--- config.mk ---
export PLATFORM = sky130hd
export DESIGN_NAME = mem_access_stage
export DESIGN_NICKNAME = d
export VERILOG_FILES = /design/src/rtl/mem_pkg.sv /design/src/rtl/load_store_align.sv /design/src/rtl/mem_access_stage.sv
export SDC_FILE = /design/constraint.sdc
export NUM_CORES = 1
export LEC_CHECK = 0
export CAP_MARGIN = 30
export CORE_MARGIN = 4
export CORE_UTILIZATION = 31
export DETAILED_ROUTE_END_ITERATION = 16
export PLACE_DENSITY = 0.62
export SLEW_MARGIN = 25
export SYNTH_ARGS = -nofsm -noshare
export SYNTH_HDL_FRONTEND = slang
export SYNTH_SLANG_ARGS = --single-unit
--- constraint.sdc ---
create_clock -name clk -period 2.42 [get_ports clk]
set_input_delay 0.484 -clock clk [delete_from_list [all_inputs] [get_ports clk]]
set_output_delay 0.484 -clock clk [all_outputs]
set_load 0.02 [all_outputs]
--- src/rtl/mem_pkg.sv ---
// Shared types and constants for the MEM pipeline stage.
package mem_pkg;

    localparam int XLEN = 32;

    localparam logic [2:0] F3_B  = 3'b000;
    localparam logic [2:0] F3_H  = 3'b001;
    localparam logic [2:0] F3_W  = 3'b010;
    localparam logic [2:0] F3_BU = 3'b100;
    localparam logic [2:0] F3_HU = 3'b101;

    typedef enum logic {
        IDLE   = 1'b0,
        ACCESS = 1'b1
    } mem_state_t;

    typedef struct packed {
        logic            valid;
        logic            rgWrite;
        logic            m2Reg;
        logic [4:0]      rd;
        logic [XLEN-1:0] ReadData;
        logic [XLEN-1:0] Result;
    } memwb_t;

endpackage

--- src/rtl/load_store_align.sv ---
// Combinational byte-lane logic: store enables/replication, legality check,
// and load lane select with sign/zero extension.
module load_store_align
    import mem_pkg::*;
(
    input  logic [2:0]      funct3,
    input  logic [1:0]      addr_lo,
    input  logic            mRead,
    input  logic            mWrite,
    input  logic [XLEN-1:0] sdata,
    input  logic [2:0]      ld_funct3,
    input  logic [1:0]      ld_addr_lo,
    input  logic [XLEN-1:0] rdata,
    output logic [3:0]      be,
    output logic [XLEN-1:0] wdata,
    output logic            bad,
    output logic [XLEN-1:0] ld_data
);

    logic [XLEN-1:0] shifted;
    logic [7:0]      ld_byte;
    logic [15:0]     ld_half;

    always_comb begin
        be    = 4'b0000;
        wdata = sdata;
        bad   = 1'b0;
        case (funct3[1:0])
            2'b00: begin
                be    = 4'b0001 << addr_lo;
                wdata = {4{sdata[7:0]}};
            end
            2'b01: begin
                be    = 4'b0011 << {addr_lo[1], 1'b0};
                wdata = {2{sdata[15:0]}};
                bad   = addr_lo[0];
            end
            2'b10: begin
                be  = 4'b1111;
                bad = (addr_lo != 2'b00);
            end
            default: bad = 1'b1;
        endcase
        // Encodings with no RV32 meaning for the given direction.
        if (mRead && mWrite)
            bad = 1'b1;
        if (mWrite && funct3[2])
            bad = 1'b1;
        if (mRead && (funct3 == 3'b011 || funct3 == 3'b110 || funct3 == 3'b111))
            bad = 1'b1;
    end

    assign shifted = rdata >> {ld_addr_lo, 3'b000};
    assign ld_byte = shifted[7:0];
    assign ld_half = ld_addr_lo[1] ? rdata[31:16] : rdata[15:0];

    always_comb begin
        case (ld_funct3)
            F3_B:    ld_data = {{24{ld_byte[7]}}, ld_byte};
            F3_H:    ld_data = {{16{ld_half[15]}}, ld_half};
            F3_BU:   ld_data = {24'h0, ld_byte};
            F3_HU:   ld_data = {16'h0, ld_half};
            default: ld_data = rdata;
        endcase
    end

endmodule

--- src/rtl/mem_access_stage.sv ---
// MEM stage: captures a legal load/store, runs a req/ack memory handshake
// while stalling upstream, and registers the MEM/WB outputs.
module mem_access_stage
    import mem_pkg::*;
#(
    parameter int DATA_W = 32,
    parameter int ADDR_W = 32
) (
    input  logic              clk,
    input  logic              rst,
    input  logic              ex_valid,
    input  logic              mRead,
    input  logic              mWrite,
    input  logic              m2Reg,
    input  logic              rgWrite,
    input  logic [2:0]        funct3,
    input  logic [4:0]        rd,
    input  logic [DATA_W-1:0] Result,
    input  logic [DATA_W-1:0] SrcB,
    output logic              stall_o,
    output logic              dm_req,
    output logic              dm_we,
    output logic [ADDR_W-1:0] dm_addr,
    output logic [3:0]        dm_be,
    output logic [DATA_W-1:0] dm_wdata,
    input  logic              dm_ack,
    input  logic [DATA_W-1:0] dm_rdata,
    output logic              wb_valid,
    output logic              wb_rgWrite,
    output logic              wb_m2Reg,
    output logic [4:0]        wb_rd,
    output logic [DATA_W-1:0] wb_ReadData,
    output logic [DATA_W-1:0] wb_Result,
    output logic              misalign_o
);

    mem_state_t        state;
    memwb_t            wb_q;
    logic              misalign_q;
    logic              cap_we, cap_rgWrite, cap_m2Reg;
    logic [ADDR_W-1:0] cap_addr;
    logic [3:0]        cap_be;
    logic [DATA_W-1:0] cap_wdata, cap_result;
    logic [2:0]        cap_f3;
    logic [1:0]        cap_a;
    logic [4:0]        cap_rd;

    logic              mem_op, bad, legal_op;
    logic [3:0]        be;
    logic [DATA_W-1:0] wdata, ld_data;

    load_store_align u_align (
        .funct3     (funct3),
        .addr_lo    (Result[1:0]),
        .mRead      (mRead),
        .mWrite     (mWrite),
        .sdata      (SrcB),
        .ld_funct3  (cap_f3),
        .ld_addr_lo (cap_a),
        .rdata      (dm_rdata),
        .be         (be),
        .wdata      (wdata),
        .bad        (bad),
        .ld_data    (ld_data)
    );

    assign mem_op   = ex_valid && (mRead || mWrite);
    assign legal_op = mem_op && !bad;

    // Gated by rst so a held mem op cannot raise stall while in reset.
    assign stall_o = rst && ((state == IDLE   && legal_op) ||
                             (state == ACCESS && !dm_ack));

    assign dm_req   = (state == ACCESS);
    assign dm_we    = cap_we;
    assign dm_addr  = cap_addr;
    assign dm_be    = cap_be;
    assign dm_wdata = cap_wdata;

    assign wb_valid    = wb_q.valid;
    assign wb_rgWrite  = wb_q.rgWrite;
    assign wb_m2Reg    = wb_q.m2Reg;
    assign wb_rd       = wb_q.rd;
    assign wb_ReadData = wb_q.ReadData;
    assign wb_Result   = wb_q.Result;
    assign misalign_o  = misalign_q;

    always_ff @(posedge clk or negedge rst) begin
        if (!rst) begin
            state       <= IDLE;
            wb_q        <= '0;
            misalign_q  <= 1'b0;
            cap_we      <= 1'b0;
            cap_rgWrite <= 1'b0;
            cap_m2Reg   <= 1'b0;
            cap_addr    <= '0;
            cap_be      <= '0;
            cap_wdata   <= '0;
            cap_result  <= '0;
            cap_f3      <= '0;
            cap_a       <= '0;
            cap_rd      <= '0;
        end else begin
            wb_q.valid   <= 1'b0;
            wb_q.rgWrite <= 1'b0;
            misalign_q   <= 1'b0;
            case (state)
                IDLE: begin
                    if (legal_op) begin
                        state       <= ACCESS;
                        cap_we      <= mWrite;
                        cap_rgWrite <= rgWrite;
                        cap_m2Reg   <= m2Reg;
                        cap_addr    <= {Result[ADDR_W-1:2], 2'b00};
                        cap_be      <= be;
                        cap_wdata   <= wdata;
                        cap_result  <= Result;
                        cap_f3      <= funct3;
                        cap_a       <= Result[1:0];
                        cap_rd      <= rd;
                    end else if (ex_valid) begin
                        // Non-memory op or rejected access: one-cycle response.
                        wb_q.valid    <= 1'b1;
                        wb_q.rgWrite  <= rgWrite && !mem_op;
                        wb_q.m2Reg    <= m2Reg && !mem_op;
                        wb_q.rd       <= rd;
                        wb_q.ReadData <= '0;
                        wb_q.Result   <= Result;
                        misalign_q    <= mem_op;
                    end
                end
                ACCESS: begin
                    if (dm_ack) begin
                        state         <= IDLE;
                        wb_q.valid    <= 1'b1;
                        wb_q.rgWrite  <= cap_rgWrite;
                        wb_q.m2Reg    <= cap_m2Reg;
                        wb_q.rd       <= cap_rd;
                        wb_q.ReadData <= cap_we ? '0 : ld_data;
                        wb_q.Result   <= cap_result;
                    end
                end
                default: state <= IDLE;
            endcase
        end
    end

endmodule

==> impl_metrics.yaml, run 1 <==
worst_setup_path:
  endpoint: "stall_o"
  path_buf_inv: 2
  start_kind: "input port"
  r2r-end: "cap_result[16]"
  cp_slowest_cell: "clkdlybuf4s50_1"
  cp.required_ns: 1.94
  crit_path_max_fanout: 2
  r2r-start: "dm_req"
  worstPathArrival_ns: 1.85
  cp_top_family: "compound AO/OA/AOI/OAI gates"
  slowest_delay_ns: 0.43
  cp_cell_sequence: "clkdlybuf4s50_1 > nor3_2 > nor2_2 > a2111oi_4 > o21a_4 > buf_6"
  crit_type: "input port to output pin"
  setup.worst_path.end_class: "output pin"
  crit_path_start: "Result[1]"
  worst-r2r-setup-slack_ns: 0.52
  path_depth: 6
  r2r_cells: 4
floorplanning:
  die_y_um: 159
  fp-row-count: 54
  start_util_pct: 31.9
  fp.dieW_um: 159
  die_area_um2: 25200
  core_area_um2: 22100
  ios: 256
timing:
  post-route-period-util_pct: 96.3
  hold_viol: 0
  fmax_ghz: 0.429
  finalSetupTns_ns: 0
  setup_viol: 0
  period_needed_ns: 2.33
  slew_headroom_pct: 53.2
  skew_ns: 0.0107
  report.final.slew_viol_count: 0
  max_slew.worst_pin.slew_ns: 0.702
global_route:
  antenna_found_initial: 4
  track_usage_pct: 17.1
  grt_pass1_wl_um: 35000
  grt-ovfl-total: 0
  grt_max_degree: 76
  grt_pass1_vias: 5920
yosys:
  synthTopCellsByArea: "dfrtp_1 54%, mux2_2 8.8%, a221o_1 7.7%"
  syn-cell-area_um2: 7040
  yosysWarnings: 0
  synth-edff-count: 0
  post-synth-top-count-cell: "dfrtp_1"
  yosysSeqAreaShare_pct: 54.4
  synth_top_area_share_pct: 54.4
  syn_inst: 531
  syn_area_per_cell_um2: 13.3
  ys_async_sr_fraction_pct: 100
  ys.flop_type: "dfrtp_1"
  synth_cell_types: 40
  ys_seq_elements: 153
  synthTopCellsByCount: "153 x dfrtp_1, 55 x mux2_2, 54 x a221o_1"
  yosys.area.top_type: "dfrtp_1"
layout:
  area_growth_pct: 51.6
  fill_cells: 1958
  seqCellArea_um2: 3830
  fin_nets: 908
  drive_gt1_share_pct: 20.3
  multi_input_area_um2: 2970
  fin_area_um2: 10700
routing:
  dr.pass1.iters: 4
  finalWirelength_um: 22000
  viasPerCell: 5.16
  drc: 0
  routed-via-count: 5624
  drt_iter0_drc: 279
  ant_nets: 0
  routedWlPerCell_um: 20.2
clock_network:
  worst_skew_pair.late_latency_ns: 0.42
  cts_buffers: 17
  postCtsHoldBufs: 0
  root_buffer: "clkbuf_16"
  htree_levels: 4
  cts_buffer_depth: 2
  cts_tree: "done"
  clkSinkCount: 153
  clk_pin_slew_worst_paths_ns: 0.07
  cts_setup_buffers: 0
pwr:
  peakVddDrop_mv: 0.442
  finalPower_mw: 9.69
  power.leakage_nw: 4.61
  power_density_nw_per_um2: 908
place:
  place_area_um2: 10000
  numPortBuffers: 253
  routabilityCongestion: 0.797
  dpl.hpwl_um: 16000
min_path:
  hold_path_class: "input port to async pin"
outcome:
  status: "completed"
run:
  maxCapViolations: 0
kinds of logic after synthesis:
| kind of cell | Yosys count | share of synthesized area [%] |
|---|---|---|
| compound gates | 121 | 14.9 |
| buf+inv | 52 | 3.89 |
| flops | 153 | 54.4 |
| mux | 114 | 19.6 |
| other cells | 1 | 0.0532 |
| simple gates | 90 | 7.19 |
timing repair:
action	in CTS	in global routing
setup endpoints to repair	20	16
pin swaps	4	2
resized for setup	13	3
placed cells by master, fill, tap and decap left out, types with 2 or more instances in the layout:
cell and count:
nand2_1 12, nor2b_1 6, mux2_1 18, mux2_2 55
clkinvlp_4 4, and3_1 37, inv_1 7, a221o_1 54
inv_6 3, clkdlybuf4s50_1 245, nor2_1 11, dlygate4sd2_1 5
dfrtp_1 152, conb_1 2, o21ai_0 18, mux2i_1 11
o221ai_1 7, o2bb2ai_1 7, clkbuf_16 17, a21oi_1 12
clkbuf_8 2, buf_4 29, and2_1 6, bufinv_16 3
buf_6 4, buf_12 4, a211oi_1 4, mux2_4 30
a32o_1 9, nand2b_1 12
state kept, by name, indices dropped and copies added, names as in the netlist, 3 cells and up:
register	count
cap_result	32
dm_wdata	32
wb_ReadData	32
wb_Result	32
cap_rd	5
wb_rd	5
dm_be	4
cap_f3	3
report_power, final:
| group | switching (mW) | internal (mW) | leakage [nW] |
|---|---|---|---|
| clock network | 1.12 | 1.69 | 0.290 |
| logic | 1.56 | 1.76 | 2.41 |
| registers | 0.437 | 3.13 | 1.91 |
| total | 3.11 | 6.58 | 4.61 |
final cells by class:
cell class,instances,share of cell area [%]
flip-flops and latches,153,35.9
multi-input cells,327,27.8
repair buffers,289,27.0
clock buffers,19,4.24
well taps,280,3.28
clock inverters,12,1.52
inverters,8,0.281
diodes,1,0.0234
how the worst min path moves through the flow:
stage,slack (ns),startpoint,cells past startpoint,end
finish,0.15,rst,2,wb_ReadData[15]
detailed placement,0.47,wb_ReadData[7],1,wb_ReadData[7]
CTS,0.15,rst,2,dm_wdata[2]
global route,0.17,rst,2,dm_wdata[3]
global placement,0.46,wb_ReadData[7],1,wb_ReadData[7]
floorplan,0.19,rst,0,cap_f3[0]
through the flow:
stage	utilization, %	setup WS [ns]	hold WS (ns)	cells
finish	48.3	0.0890	0.154	1089
global route	48.3	-0.00786	0.173	1089
CTS	48.3	0.00302	0.154	1088
detailed placement	45.5	-0.595	0.473	1057
global placement	45.3	-0.572	0.463	1055
floorplan	-	-0.0434	0.188	532
metal layers:
metal	share of wire, %	GRT usage (%)
met4	1.9	5.64
met2	48	27.2
met1	42	22.1
met5	0.18	0
met3	7.7	5.75
Note: power is estimated with default switching activity, not from simulation.
==> run 2: changes to the inputs <==
--- a/config.mk
+++ b/config.mk
@@ -6,7 +6,7 @@
 export NUM_CORES = 1
 export LEC_CHECK = 0
 export CAP_MARGIN = 30
-export CORE_MARGIN = 4
+export CORE_MARGIN = 2
 export CORE_UTILIZATION = 31
 export DETAILED_ROUTE_END_ITERATION = 16
 export PLACE_DENSITY = 0.62
==> impl_metrics.yaml, run 2 (same netlist as run 1, synthesis figures left out) <==
routing:
  drc: 0
  viasPerCell: 5.02
  finalWirelength_um: 21300
  dr.pass1.iters: 4
  drt_iter0_drc: 262
  routed-via-count: 5528
  ant_nets: 0
  routedWlPerCell_um: 19.3
floorplanning:
  core_area_um2: 22500
  ios: 256
  die_area_um2: 23900
  die_y_um: 155
  start_util_pct: 31.3
  fp.dieW_um: 155
  fp-row-count: 55
layout:
  fin_area_um2: 10800
  postLayoutCoreUtil_pct: 47.9
  final_cell_mix: "244 x clkdlybuf4s50_1, 153 x dfrtp_1, 55 x mux2_2"
  area_growth_pct: 52.9
  final_common_cell: "clkdlybuf4s50_1"
  drive_gt1_share_pct: 20.8
  fin_nets: 915
min_path:
  hold_path_class: "input port to async pin"
global_route:
  grt_pass1_vias: 5731
  track_usage_pct: 18.3
  antenna_found_initial: 1
  grt_pass1_wl_um: 34000
  grt-ovfl-total: 0
  grt_max_degree: 154
place:
  numPortBuffers: 253
  place_area_um2: 10100
  routabilityCongestion: 0.788
  dpl.hpwl_um: 14800
worst_setup_path:
  slowest_delay_ns: 0.42
  cp_cell_sequence: "dlygate4sd2_1 > or3b_4 > a2111oi_4 > o21a_4 > buf_4"
  setup.worst_path.end_class: "output pin"
  crit_path_max_fanout: 3
  path_buf_inv: 2
  cp_slowest_cell: "or3b_4"
  crit_type: "input port to output pin"
  cp.required_ns: 1.94
  start_kind: "input port"
  worstPathArrival_ns: 1.80
  cp_top_family: "compound AO/OA/AOI/OAI gates"
timing:
  setup_viol: 0
  rsz0062_at_grt: "no"
  post-route-period-util_pct: 94.5
  report.final.slew_viol_count: 0
  hold_viol: 0
  period_needed_ns: 2.29
  max_slew.worst_pin.slew_ns: 0.856
  slew_headroom_pct: 43.0
  skew_ns: 0.0109
  fmax_ghz: 0.437
pwr:
  peakVddDrop_mv: 0.409
  power_density_nw_per_um2: 904
  power.leakage_nw: 4.68
outcome:
  status: "completed"
clock_network:
  worst_skew_pair.late_latency_ns: 0.43
  cts_buffers: 17
  postCtsHoldBufs: 0
  cts_buffer_depth: 2
  cts_tree: "done"
  htree_levels: 4
  root_buffer: "clkbuf_16"
  clk_pin_slew_worst_paths_ns: 0.07
  clkSinkCount: 153
run:
  maxCapViolations: 0
-- run 2: changes by cell type in the layout (fill, tap and decap cells not counted), sizes merged --
cell and delta:
clkbuf -2, clkinv +5, clkdlybuf4s50 -1, clkinvlp -3, inv +1, dlymetal6s2s +1, buf +7
-- run 2: worst paths after layout --
check / startpoint / endpoint / slack (ns) / cells past startpoint
worst max register to register: dm_req / wb_ReadData[21] / 0.44 / 7
worst min-delay path: rst / dm_wdata[20] / 0.21 / 2
worst min register to register: dm_wdata[8] / dm_wdata[8] / 0.49 / 1
worst max-delay path: funct3[2] / stall_o / 0.13 / 5
max in group asynchronous: rst / cap_result[8] / 1.57 / 2
min in group clk: dm_wdata[8] / dm_wdata[8] / 0.49 / 1
-- run 2: timing repair --
| item | in CTS | in global routing |
|---|---|---|
| gates resized for setup | 10 | 3 |
| pin swaps | 3 | 2 |
| cloned | 0 | 0 |
| buffers inserted | 1 | 1 |
| setup endpoints to repair | 1 | 1 |
-- run 2: cell type report --
type                       count  area [µm²]
sequential                   153        3830
antenna                        1        2.50
clock buffer                  17         425
multi-input combinational    327        2970
clock inverter                15         191
inverter                       8        30.0
tap                          285         357
fill                        2045       11700
timing repair buffer         296        2970
-- run 2: metal layers --
layer / share of wire (%) / track usage (%)
met3: 5.8 / 4.85
met4: 1.8 / 6.48
met1: 48 / 25.8
met5: 0 / 0
met2: 44 / 27.0
-- run 2: worst reg2reg max path: cells and delay by family (launching register included) --
family                 cells  cell delay (ns)
AO/OA/AOI/OAI              2             0.46
AND/OR/NAND/NOR            2             0.43
buffers and inverters      3             0.51
flip-flops                 1             0.47
-- run 2: metrics by stage --
step           hold slack [ns]  TNS (ns)  worst slack (ns)  cells  total power [mW]
5_1_grt                  0.255         0            0.0799   1101              10.2
4_1_cts                  0.273         0            0.0209   1100              9.85
6_report                 0.206         0             0.134   1102              9.74
2_1_floorplan            0.188   -0.0434           -0.0434    532              5.20
3_5_place_dp             0.475    -29.08            -0.551   1067              6.96
3_3_place_gp             0.468    -26.61            -0.506   1066              6.93
-- run 2: where the power goes --
group          total [mW]  switching (mW)  internal, mW
clock network        2.84            1.19          1.65
registers            3.54           0.411          3.13
logic                3.35            1.57          1.79
